[config.mk]
export PLATFORM = sky130hd
export DESIGN_NAME = dram_controller
export DESIGN_NICKNAME = d
export VERILOG_FILES = /design/src/rtl/dram_controller.sv
export SDC_FILE = /design/constraint.sdc
export NUM_CORES = 1
export LEC_CHECK = 0
export BUFFER_PORTS_ARGS = -buffer_cell sky130_fd_sc_hd__buf_2
export CORE_AREA = 5 5 85 87
export CTS_CLUSTER_SIZE = 16
export DETAILED_ROUTE_END_ITERATION = 16
export DIE_AREA = 0 0 90 92
export PLACE_DENSITY = 0.64
export SETUP_SLACK_MARGIN = 0.5
export SLEW_MARGIN = 0
export SYNTH_ARGS = -nofsm -noshare
export SYNTH_HDL_FRONTEND = slang
export SYNTH_SLANG_ARGS = --single-unit
[constraint.sdc]
create_clock -name CLK -period 2.3 [get_ports CLK]
set_input_delay 0.23 -clock CLK [delete_from_list [all_inputs] [get_ports CLK]]
set_output_delay 0.23 -clock CLK [all_outputs]
set_load 0.005 [all_outputs]
[src/rtl/dram_controller.sv]
// Single-bank FPM DRAM controller for the 68030 board: row/column multiplexing,
// byte-lane CAS, 32-bit DSACK termination and autonomous CAS-before-RAS refresh.
module dram_controller #(
    parameter int T_RCD          = 2,
    parameter int T_CAS          = 2,
    parameter int T_RP           = 2,
    parameter int T_RAS_REF      = 3,
    parameter int REFRESH_CYCLES = 390
) (
    input  logic        CLK,
    input  logic        RST,
    input  logic        CS_DRAM_n,
    input  logic        AS_n,
    input  logic        DS_n,
    input  logic        RW,
    input  logic        SIZ0,
    input  logic        SIZ1,
    input  logic [23:0] A,
    output logic [10:0] MA,
    output logic        RAS_n,
    output logic [3:0]  CAS_n,
    output logic        WE_n,
    output logic        DSACK0_DRAM_n,
    output logic        DSACK1_DRAM_n,
    output logic        REF_ACTIVE
);

    localparam int               REF_W    = $clog2(REFRESH_CYCLES + 1);
    localparam logic [REF_W-1:0] REF_LAST = REF_W'(REFRESH_CYCLES - 1);
    localparam logic [3:0]       RCD_LAST = 4'(T_RCD - 1);
    localparam logic [3:0]       CAS_LAST = 4'(T_CAS - 1);
    localparam logic [3:0]       RP_LAST  = 4'(T_RP - 1);
    localparam logic [3:0]       RAS_LAST = 4'(T_RAS_REF - 1);

    typedef enum logic [2:0] {
        S_IDLE,
        S_ROW,
        S_COL,
        S_CASW,
        S_ACK,
        S_PRE,
        S_REF_CAS,
        S_REF_RAS
    } state_t;

    state_t             state_q, state_d;
    logic [3:0]         cnt_q, cnt_d;
    logic [REF_W-1:0]   ref_cnt_q, ref_cnt_d;
    logic               ref_pend_q, ref_pend_d;
    logic               ref_act_q, ref_act_d;
    logic [10:0]        col_q, col_d;
    logic [1:0]         a_lo_q, a_lo_d;
    logic [1:0]         siz_q, siz_d;
    logic               rw_q, rw_d;
    logic [10:0]        ma_q, ma_d;
    logic               ras_n_q, ras_n_d;
    logic [3:0]         cas_n_q, cas_n_d;
    logic               we_n_q, we_n_d;
    logic               dsack_n_q, dsack_n_d;

    logic               ref_tc;
    logic               start;
    logic               abort;
    logic               to_pre;
    logic [2:0]         nbytes;
    logic [3:0]         lane_mask;

    // Active-low CAS mask: byte offset k drives CAS_n[3-k]; lanes past offset 3 are dropped.
    always_comb begin
        lane_mask = 4'hF;
        nbytes    = (siz_q == 2'b00) ? 3'd4 : {1'b0, siz_q};
        for (int k = 0; k < 4; k++) begin
            if ((3'(k) >= {1'b0, a_lo_q}) && (3'(k) < ({1'b0, a_lo_q} + nbytes))) begin
                lane_mask[3 - k] = 1'b0;
            end
        end
    end

    always_comb begin
        state_d    = state_q;
        cnt_d      = cnt_q;
        ref_act_d  = ref_act_q;
        col_d      = col_q;
        a_lo_d     = a_lo_q;
        siz_d      = siz_q;
        rw_d       = rw_q;
        ma_d       = ma_q;
        ras_n_d    = ras_n_q;
        cas_n_d    = cas_n_q;
        we_n_d     = we_n_q;
        dsack_n_d  = dsack_n_q;
        to_pre     = 1'b0;
        start      = ~CS_DRAM_n & ~AS_n;
        abort      = AS_n | CS_DRAM_n;
        ref_tc     = (ref_cnt_q == REF_LAST);
        ref_cnt_d  = ref_tc ? '0 : ref_cnt_q + REF_W'(1);
        ref_pend_d = ref_pend_q | ref_tc;

        case (state_q)
            S_IDLE: begin
                // A request raised on this very edge still wins over a new access.
                if (ref_pend_q || ref_tc) begin
                    state_d    = S_REF_CAS;
                    ref_pend_d = 1'b0;
                    ref_act_d  = 1'b1;
                    cas_n_d    = 4'h0;
                    ras_n_d    = 1'b1;
                    we_n_d     = 1'b1;
                end else if (start) begin
                    state_d = S_ROW;
                    cnt_d   = '0;
                    col_d   = A[12:2];
                    a_lo_d  = A[1:0];
                    siz_d   = {SIZ1, SIZ0};
                    rw_d    = RW;
                    ma_d    = A[23:13];
                    ras_n_d = 1'b0;
                end
            end
            S_ROW: begin
                if (abort) begin
                    to_pre = 1'b1;
                end else if (cnt_q == RCD_LAST) begin
                    state_d = S_COL;
                    ma_d    = col_q;
                    we_n_d  = rw_q;
                end else begin
                    cnt_d = cnt_q + 4'd1;
                end
            end
            S_COL: begin
                if (abort) begin
                    to_pre = 1'b1;
                end else begin
                    state_d = S_CASW;
                    cnt_d   = '0;
                    if (rw_q) begin
                        cas_n_d = 4'h0;
                    end else if (!DS_n) begin
                        cas_n_d = lane_mask;
                    end
                end
            end
            S_CASW: begin
                // All-ones CAS here means a write still waiting for its data strobe.
                if (abort) begin
                    to_pre = 1'b1;
                end else if (cas_n_q == 4'hF) begin
                    if (!DS_n) begin
                        cas_n_d = lane_mask;
                    end
                end else if (cnt_q == CAS_LAST) begin
                    state_d   = S_ACK;
                    dsack_n_d = 1'b0;
                end else begin
                    cnt_d = cnt_q + 4'd1;
                end
            end
            S_ACK: begin
                if (AS_n) begin
                    to_pre = 1'b1;
                end
            end
            S_PRE: begin
                if (cnt_q == RP_LAST) begin
                    state_d   = S_IDLE;
                    ref_act_d = 1'b0;
                end else begin
                    cnt_d = cnt_q + 4'd1;
                end
            end
            S_REF_CAS: begin
                state_d = S_REF_RAS;
                cnt_d   = '0;
                ras_n_d = 1'b0;
            end
            S_REF_RAS: begin
                if (cnt_q == RAS_LAST) begin
                    to_pre = 1'b1;
                end else begin
                    cnt_d = cnt_q + 4'd1;
                end
            end
            default: begin
                to_pre = 1'b1;
            end
        endcase

        if (to_pre) begin
            state_d   = S_PRE;
            cnt_d     = '0;
            ras_n_d   = 1'b1;
            cas_n_d   = 4'hF;
            we_n_d    = 1'b1;
            dsack_n_d = 1'b1;
        end
    end

    always_ff @(posedge CLK) begin
        if (RST) begin
            state_q    <= S_IDLE;
            cnt_q      <= '0;
            ref_cnt_q  <= '0;
            ref_pend_q <= 1'b0;
            ref_act_q  <= 1'b0;
            col_q      <= '0;
            a_lo_q     <= '0;
            siz_q      <= '0;
            rw_q       <= 1'b1;
            ma_q       <= '0;
            ras_n_q    <= 1'b1;
            cas_n_q    <= 4'hF;
            we_n_q     <= 1'b1;
            dsack_n_q  <= 1'b1;
        end else begin
            state_q    <= state_d;
            cnt_q      <= cnt_d;
            ref_cnt_q  <= ref_cnt_d;
            ref_pend_q <= ref_pend_d;
            ref_act_q  <= ref_act_d;
            col_q      <= col_d;
            a_lo_q     <= a_lo_d;
            siz_q      <= siz_d;
            rw_q       <= rw_d;
            ma_q       <= ma_d;
            ras_n_q    <= ras_n_d;
            cas_n_q    <= cas_n_d;
            we_n_q     <= we_n_d;
            dsack_n_q  <= dsack_n_d;
        end
    end

    assign MA            = ma_q;
    assign RAS_n         = ras_n_q;
    assign CAS_n         = cas_n_q;
    assign WE_n          = we_n_q;
    assign DSACK0_DRAM_n = dsack_n_q;
    assign DSACK1_DRAM_n = dsack_n_q;
    assign REF_ACTIVE    = ref_act_q;

endmodule

==> impl_metrics.env, run 1 <==
export IMPL_max_clock_path_buffers=2
export IMPL_root_buffer="clkbuf_8"
export IMPL_antenna_cells=0
export IMPL_io_pins=52
export IMPL_synth_top_family_by_area="simple AND/OR/NAND/NOR gates"
export IMPL_worst_slew_pin_slew_ns=0.7119
export IMPL_power_frac_clock_pct=19.9
export IMPL_synth_edff_count=0
export IMPL_hold_class="in2reg"
export IMPL_p_int_uw=1711
export IMPL_yosysWarnings=0
export IMPL_crit_arrival_ns=2.11
export IMPL_die_w_um=90
export IMPL_ys_async_sr_fraction_pct=0
export IMPL_postRouteAntennaNets=0
export IMPL_cp_data_required_time_ns=2.55
export IMPL_worstSkewPairLatency_ns=0.31
export IMPL_hold_viol=0
export IMPL_skew_ns=0.007450
export IMPL_period_share_pct=80.88
export IMPL_yosysTopAreaCell="dfxtp_1"
export IMPL_num_fill_cells=583
export IMPL_synth_area_top_cells="dfxtp_1, nand2_1, a21oi_1, nor2_1, mux2i_1"
export IMPL_ctsHoldBuffers=0
export IMPL_clk_pin_slew_ns=0.10
export IMPL_synth_simple_gate_area_share_pct=23.00
export IMPL_wl_per_cell_um=16.03
export IMPL_antenna_found_initial=0
export IMPL_grt_pass1_vias=2355
export IMPL_grt_pass1_wl_mm=10.78
export IMPL_setup_tns_ns=0
export IMPL_final_cells=457
export IMPL_numCtsBuffers=5
export IMPL_synthToLayoutAreaGrowth_pct=31.09
export IMPL_leakage_uw=0.001314
export IMPL_initial_core_util_pct=41.42
export IMPL_track_usage_pct=15.24
export IMPL_crit_fanout=4
export IMPL_postSynthAreaPerCell_um2=8.387
export IMPL_synthMostInstantiatedCell="dfxtp_1"
export IMPL_fin_util_pct=54.30
export IMPL_grt_max_degree=31
export IMPL_power_density_nw_per_um2=813.2
export IMPL_netlist_area_um2=2600
export IMPL_die_h_um=92
export IMPL_grt_setup_unrepaired="yes"
export IMPL_critical_path_class="reg2reg"
export IMPL_via_per_inst=5.525
export IMPL_status="finished, final reports clean"
export IMPL_yosysSeqAreaShare_pct=40.04
export IMPL_synth_compound_area_share_pct=21.66
export IMPL_max_vdd_ir_drop_mv=0.4541
export IMPL_period_minus_slack_ns=1.860
export IMPL_synth_fa_ha_area_share_pct=3.657
export IMPL_htreeDepth=2
export IMPL_fp_coreArea_um2=6277
export IMPL_rows=29
export IMPL_ys_ff_latch=52
export IMPL_synth_commonest_cells="dfxtp_1, nand2_1, nor2_1"
export IMPL_max_freq_ghz=0.5375
export IMPL_worstHoldPathCells=3
export IMPL_ys_types=56
export IMPL_cap_violations=0
export IMPL_synth_xor_area_share_pct=2.358
export IMPL_synthCells=310
export IMPL_synthesis_nets=349
export IMPL_setup_worst_path_end_class="flip-flop"
export IMPL_ys_flop_type="dfxtp_1"
export IMPL_power_share_switching_pct=38.28
export IMPL_pwr_share_seq_pct=40.4
export IMPL_r2r_cells=8
export IMPL_dp_hpwl_mm=4.601
export IMPL_drt_iter0_drc=188
export IMPL_dp_cells=430
export IMPL_dieArea_um2=8280
export IMPL_portBuffers=51
export IMPL_slew_viol_final=0
export IMPL_synthMuxAreaShare_pct=4.235
export IMPL_netSwitchingPower_uw=1061
export IMPL_combPwrFrac_pct=39.7
export IMPL_startpoint_type="flip-flop"
export IMPL_drt_pass1_iterations=4
export IMPL_setup_viol_count_final=0
export IMPL_drc=0
export IMPL_layout_drive_gt1_share_pct=37.37
export IMPL_synth_top_area_share_pct=40.04
export IMPL_fin_nets=418
export IMPL_grt_remaining_overflow=0
export IMPL_cts_tree="yes"
export IMPL_cts_sinks=52
export IMPL_routed_wl_mm=7.327
export IMPL_gp_congestion=0.9182
export IMPL_num_vias=2525
export IMPL_relSlewSlack_pct=52.39
[cell usage in the layout (no fill, tap or decap), types with 3 or more instances in the layout]
cell and count:
nor3_1 5, o21ai_0 4, buf_6 5, dfxtp_2 9, nand2_1 47, a211oi_1 6
a211oi_2 7, nor2_2 6, nand3_1 10, a21oi_2 3, inv_2 5, nor2_1 27
nand4_1 5, inv_1 7, clkbuf_8 5, o211a_4 3, o21ai_1 6, a21oi_1 27
xor2_1 6, buf_4 20, dfxtp_1 41, nor3_4 3, buf_2 51, mux2i_1 11
o21a_1 3
[kinds of logic after synthesis]
group           count (synthesis)
compound gates                 83
xor+xnor                        7
fa+ha+maj                       7
buf+inv                        28
flops                          52
mux                            11
simple gates                  122
[path summary, 6_finish.rpt]
| check | endpoint | slack (ns) | from |
|---|---|---|---|
| hold / removal | siz_q[0] | 0.13 | SIZ0 |
| setup / recovery | cnt_q[1] | 0.44 | cnt_q[1] |
| hold reg to reg | col_q[4] | 0.46 | col_q[4] |
| setup reg to reg | cnt_q[1] | 0.44 | cnt_q[1] |
[sequential cells by signal (all words and copies together) (netlist names)]
signal / cells
siz_q: 2
RAS_n: 1
state_q: 3
rw_q: 1
cnt_q: 4
WE_n: 1
MA: 11
ref_cnt_q: 9
a_lo_q: 2
col_q: 11
CAS_n: 4
REF_ACTIVE: 1
DSACK0_DRAM_n: 1
ref_pend_q: 1
[power groups by stage]
stage                     logic [uW]  registers (uW)  clock network, uW
after floorplan                  657            1070                  0
after global placement           848            1110                  0
after detailed placement         860            1110                  0
after CTS                        921            1100                566
after global routing            1200            1130                597
final                           1100            1120                552
[final cells by class]
cell class	count	area, um^2	area share [%]
well taps	77	96.34	2.827
multi-input cells	232	1655	48.57
clock inverters	2	17.52	0.5139
flip-flops and latches	52	1060	31.09
clock buffers	6	72.57	2.129
repair buffers	76	461.7	13.55
inverters	12	45.04	1.322
[metal layers]
metal  GRT usage [%]  wire length, um
met1           19.63             3346
met2           25.55             3485
met3           3.601              407
met4           4.218               87
met5               0                0
[critical path, cell delays in order (launching register included)]
cell      delay [ns]
dfxtp_2         0.35
inv_2           0.04
ha_4            0.14
nor4bb_4        0.16
buf_6           0.14
a311oi_4        0.23
o22ai_2         0.15
or4_4           0.44
a21oi_2         0.14
[per-stage QoR]
| step | total power, uW | setup slack, ns | hold slack [ns] | cell area (um^2) |
|---|---|---|---|---|
| finish | 2771 | 0.4397 | 0.1343 | 3408 |
| global route | 2929 | 0.3856 | 0.1381 | 3408 |
| floorplan | 1732 | 0.5097 | 0.3522 | 2600 |
| CTS | 2583 | 0.4531 | 0.1328 | 3143 |
| global placement | 1958 | 0.3739 | 0.4403 | 2930 |
| detailed placement | 1970 | 0.3011 | 0.4461 | 2930 |
[what timing repair did]
action                                  in CTS  in global routing
endpoints found under the setup margin      33                 37
pin swaps                                    5                 21
gates resized for setup                     20                 45
gates cloned                                 0                  3
setup buffers                                8                  8
(Power assumes the default switching activity.)
==> run 2, diff against run 1 <==
- ABC_AREA: default -> 1
- CORE_AREA: 5 5 85 87 -> 5 5 89 91
- DIE_AREA: 0 0 90 92 -> 0 0 94 96
- PLACE_DENSITY: 0.64 -> 0.63
- clock period: 2.3 -> 1.8 ns (I/O delays scaled with it)
==> impl_metrics.env, run 2 <==
export IMPL_startpoint_type="flip-flop"
export IMPL_portBuffers=51
export IMPL_dieArea_um2=9024
export IMPL_grt_pass1_wl_mm=11.45
export IMPL_dp_hpwl_mm=4.998
export IMPL_worst_slew_pin_slew_ns=0.5573
export IMPL_track_usage_pct=15.85
export IMPL_htreeDepth=2
export IMPL_ys_flop_type="dfxtp_1"
export IMPL_synth_edff_count=0
export IMPL_dp_slack_ns=0.1130
export IMPL_initial_core_util_pct=40.36
export IMPL_fp_coreArea_um2=7059
export IMPL_netlist_area_um2=2849
export IMPL_synthCells=407
export IMPL_period_share_pct=86.58
export IMPL_synth_top_area_share_pct=36.54
export IMPL_numCtsBuffers=5
export IMPL_synthToLayoutAreaGrowth_pct=39.83
export IMPL_root_buffer="clkbuf_8"
export IMPL_max_freq_ghz=0.6417
export IMPL_yosysTopAreaCell="dfxtp_1"
export IMPL_power_uw=6206
export IMPL_setup_viol_count_final=0
export IMPL_grt_setup_unrepaired="yes"
export IMPL_wl_per_cell_um=13.27
export IMPL_critical_path_class="reg2reg"
export IMPL_synthMostInstantiatedCell="nand2_1"
export IMPL_layout_common_cells="nand2_1, nor2_1, buf_2"
export IMPL_yosysSeqAreaShare_pct=36.54
export IMPL_power_density_nw_per_um2=1558
export IMPL_drt_iter0_drc=131
export IMPL_grt_pass1_vias=2517
export IMPL_leakage_uw=0.001750
export IMPL_postRouteAntennaNets=0
export IMPL_rows=31
export IMPL_fin_nets=524
export IMPL_routed_wl_mm=7.762
export IMPL_drc=0
export IMPL_slew_viol_final=0
export IMPL_grt_remaining_overflow=0
export IMPL_antenna_cells=0
export IMPL_crit_arrival_ns=1.82
export IMPL_cts_tree="yes"
export IMPL_final_common_cell="nand2_1"
export IMPL_gp_congestion=0.8715
export IMPL_ys_ff_latch=52
export IMPL_max_vdd_ir_drop_mv=0.5718
export IMPL_ys_types=40
export IMPL_synth_commonest_cells="nand2_1, nor2_1, dfxtp_1"
export IMPL_antenna_found_initial=0
export IMPL_cts_sinks=52
export IMPL_cp_data_required_time_ns=2.06
export IMPL_die_h_um=96
export IMPL_cap_violations=0
export IMPL_relSlewSlack_pct=62.71
export IMPL_layout_drive_gt1_share_pct=43.62
export IMPL_synth_area_top_cells="dfxtp_1, nand2_1, nor2_1, a21oi_1, nand3_1"
export IMPL_via_per_inst=4.809
export IMPL_synthesis_nets=446
export IMPL_crit_fanout=3
export IMPL_skew_ns=0.01426
export IMPL_period_minus_slack_ns=1.558
export IMPL_drt_pass1_iterations=4
export IMPL_die_w_um=94
export IMPL_io_pins=52
export IMPL_worstSkewPairLatency_ns=0.31
export IMPL_clk_pin_slew_ns=0.10
export IMPL_worst_slack_ns=0.2416
export IMPL_status="finished, final reports clean"
export IMPL_num_vias=2813
export IMPL_grt_max_degree=30
export IMPL_setup_tns_ns=0
export IMPL_postSynthAreaPerCell_um2=7.000
export IMPL_ys_async_sr_fraction_pct=0
export IMPL_setup_worst_path_end_class="flip-flop"
export IMPL_hold_class="in2reg"
export IMPL_yosysWarnings=0
export IMPL_max_clock_path_buffers=2
export IMPL_hold_viol=0
export IMPL_fin_util_pct=56.43
-- run 2: changes by cell type after synthesis, moves of 14 or more --
cell      before  now
nor2_1        34   72
a211oi_1      14    0
nand2_1       47  101
inv_1         10   25
-- run 2: what timing repair did --
item / 4_1_cts / 5_1_grt
endpoints found under the setup margin: 42 / 50
resized for setup: 40 / 65
buffers inserted: 9 / 18
gates cloned: 1 / 4
pin swaps: 11 / 34
hold buffers: 0 / 0
-- run 2: worst paths after layout --
kind                      start             to  slack, ns  cells after the start
setup / recovery      a_lo_q[0]       CAS_n[3]       0.24                      8
hold reg to reg   DSACK0_DRAM_n  DSACK0_DRAM_n       0.47                      2
hold / removal             A[5]       col_q[3]       0.09                      3
setup reg to reg      a_lo_q[0]       CAS_n[3]       0.24                      8
-- run 2: through the flow --
| stage | area (um^2) | std cells | hold WS, ns |
|---|---|---|---|
| after floorplan | 2957 | 407 | 0.2491 |
| after global placement | 3233 | 545 | 0.4021 |
| after detailed placement | 3233 | 545 | 0.4154 |
| after CTS | 3502 | 563 | 0.07615 |
| after global routing | 3984 | 585 | 0.08066 |
| final | 3984 | 585 | 0.08509 |
-- run 2: metal layers --
layer / track usage [%] / share of wire, % / wire (um) / vias to the layer above
met5: 0 / 0 / 0 / -
met4: 4.693 / 1.5 / 119 / 0
met3: 3.362 / 4.5 / 350 / 11
met2: 25.84 / 50 / 3843 / 60
met1: 21.13 / 44 / 3448 / 1283
li1: - / - / - / 1459
-- run 2: area by class of cell --
cell class	count	area, um^2
Clock buffer	6	72.57
Tap cell	99	123.9
Fill cell	680	3075
Multi-Input combinational cell	308	1918
Clock inverter	2	35.03
Inverter	32	150.1
Sequential cell	52	1072
Timing Repair Buffer	86	611.8
-- run 2: where the power goes --
| part | total (uW) | internal, uW | switching, uW |
|---|---|---|---|
| Combinational | 3620 | 1590 | 2030 |
| Sequential | 1770 | 1480 | 296 |
| Clock | 812 | 414 | 398 |
| Total | 6210 | 3480 | 2730 |
-- run 2: worst max-delay path, stage by stage (launching register included) --
cell and delay, ns:
dfxtp_2 0.34, ha_1 0.14, inv_1 0.05, fa_2 0.52
nand3_2 0.08, o21a_1 0.19, nor2_1 0.10, nand2_1 0.06
nand2_1 0.06
-- run 2: logic make-up after synthesis --
| group | share of synthesized area (%) |
|---|---|
| simple gates | 39.09 |
| compound gates | 10.85 |
| buf+inv | 9.266 |
| flops | 36.54 |
| xor+xnor | 0.9224 |
| fa+ha+maj | 3.338 |
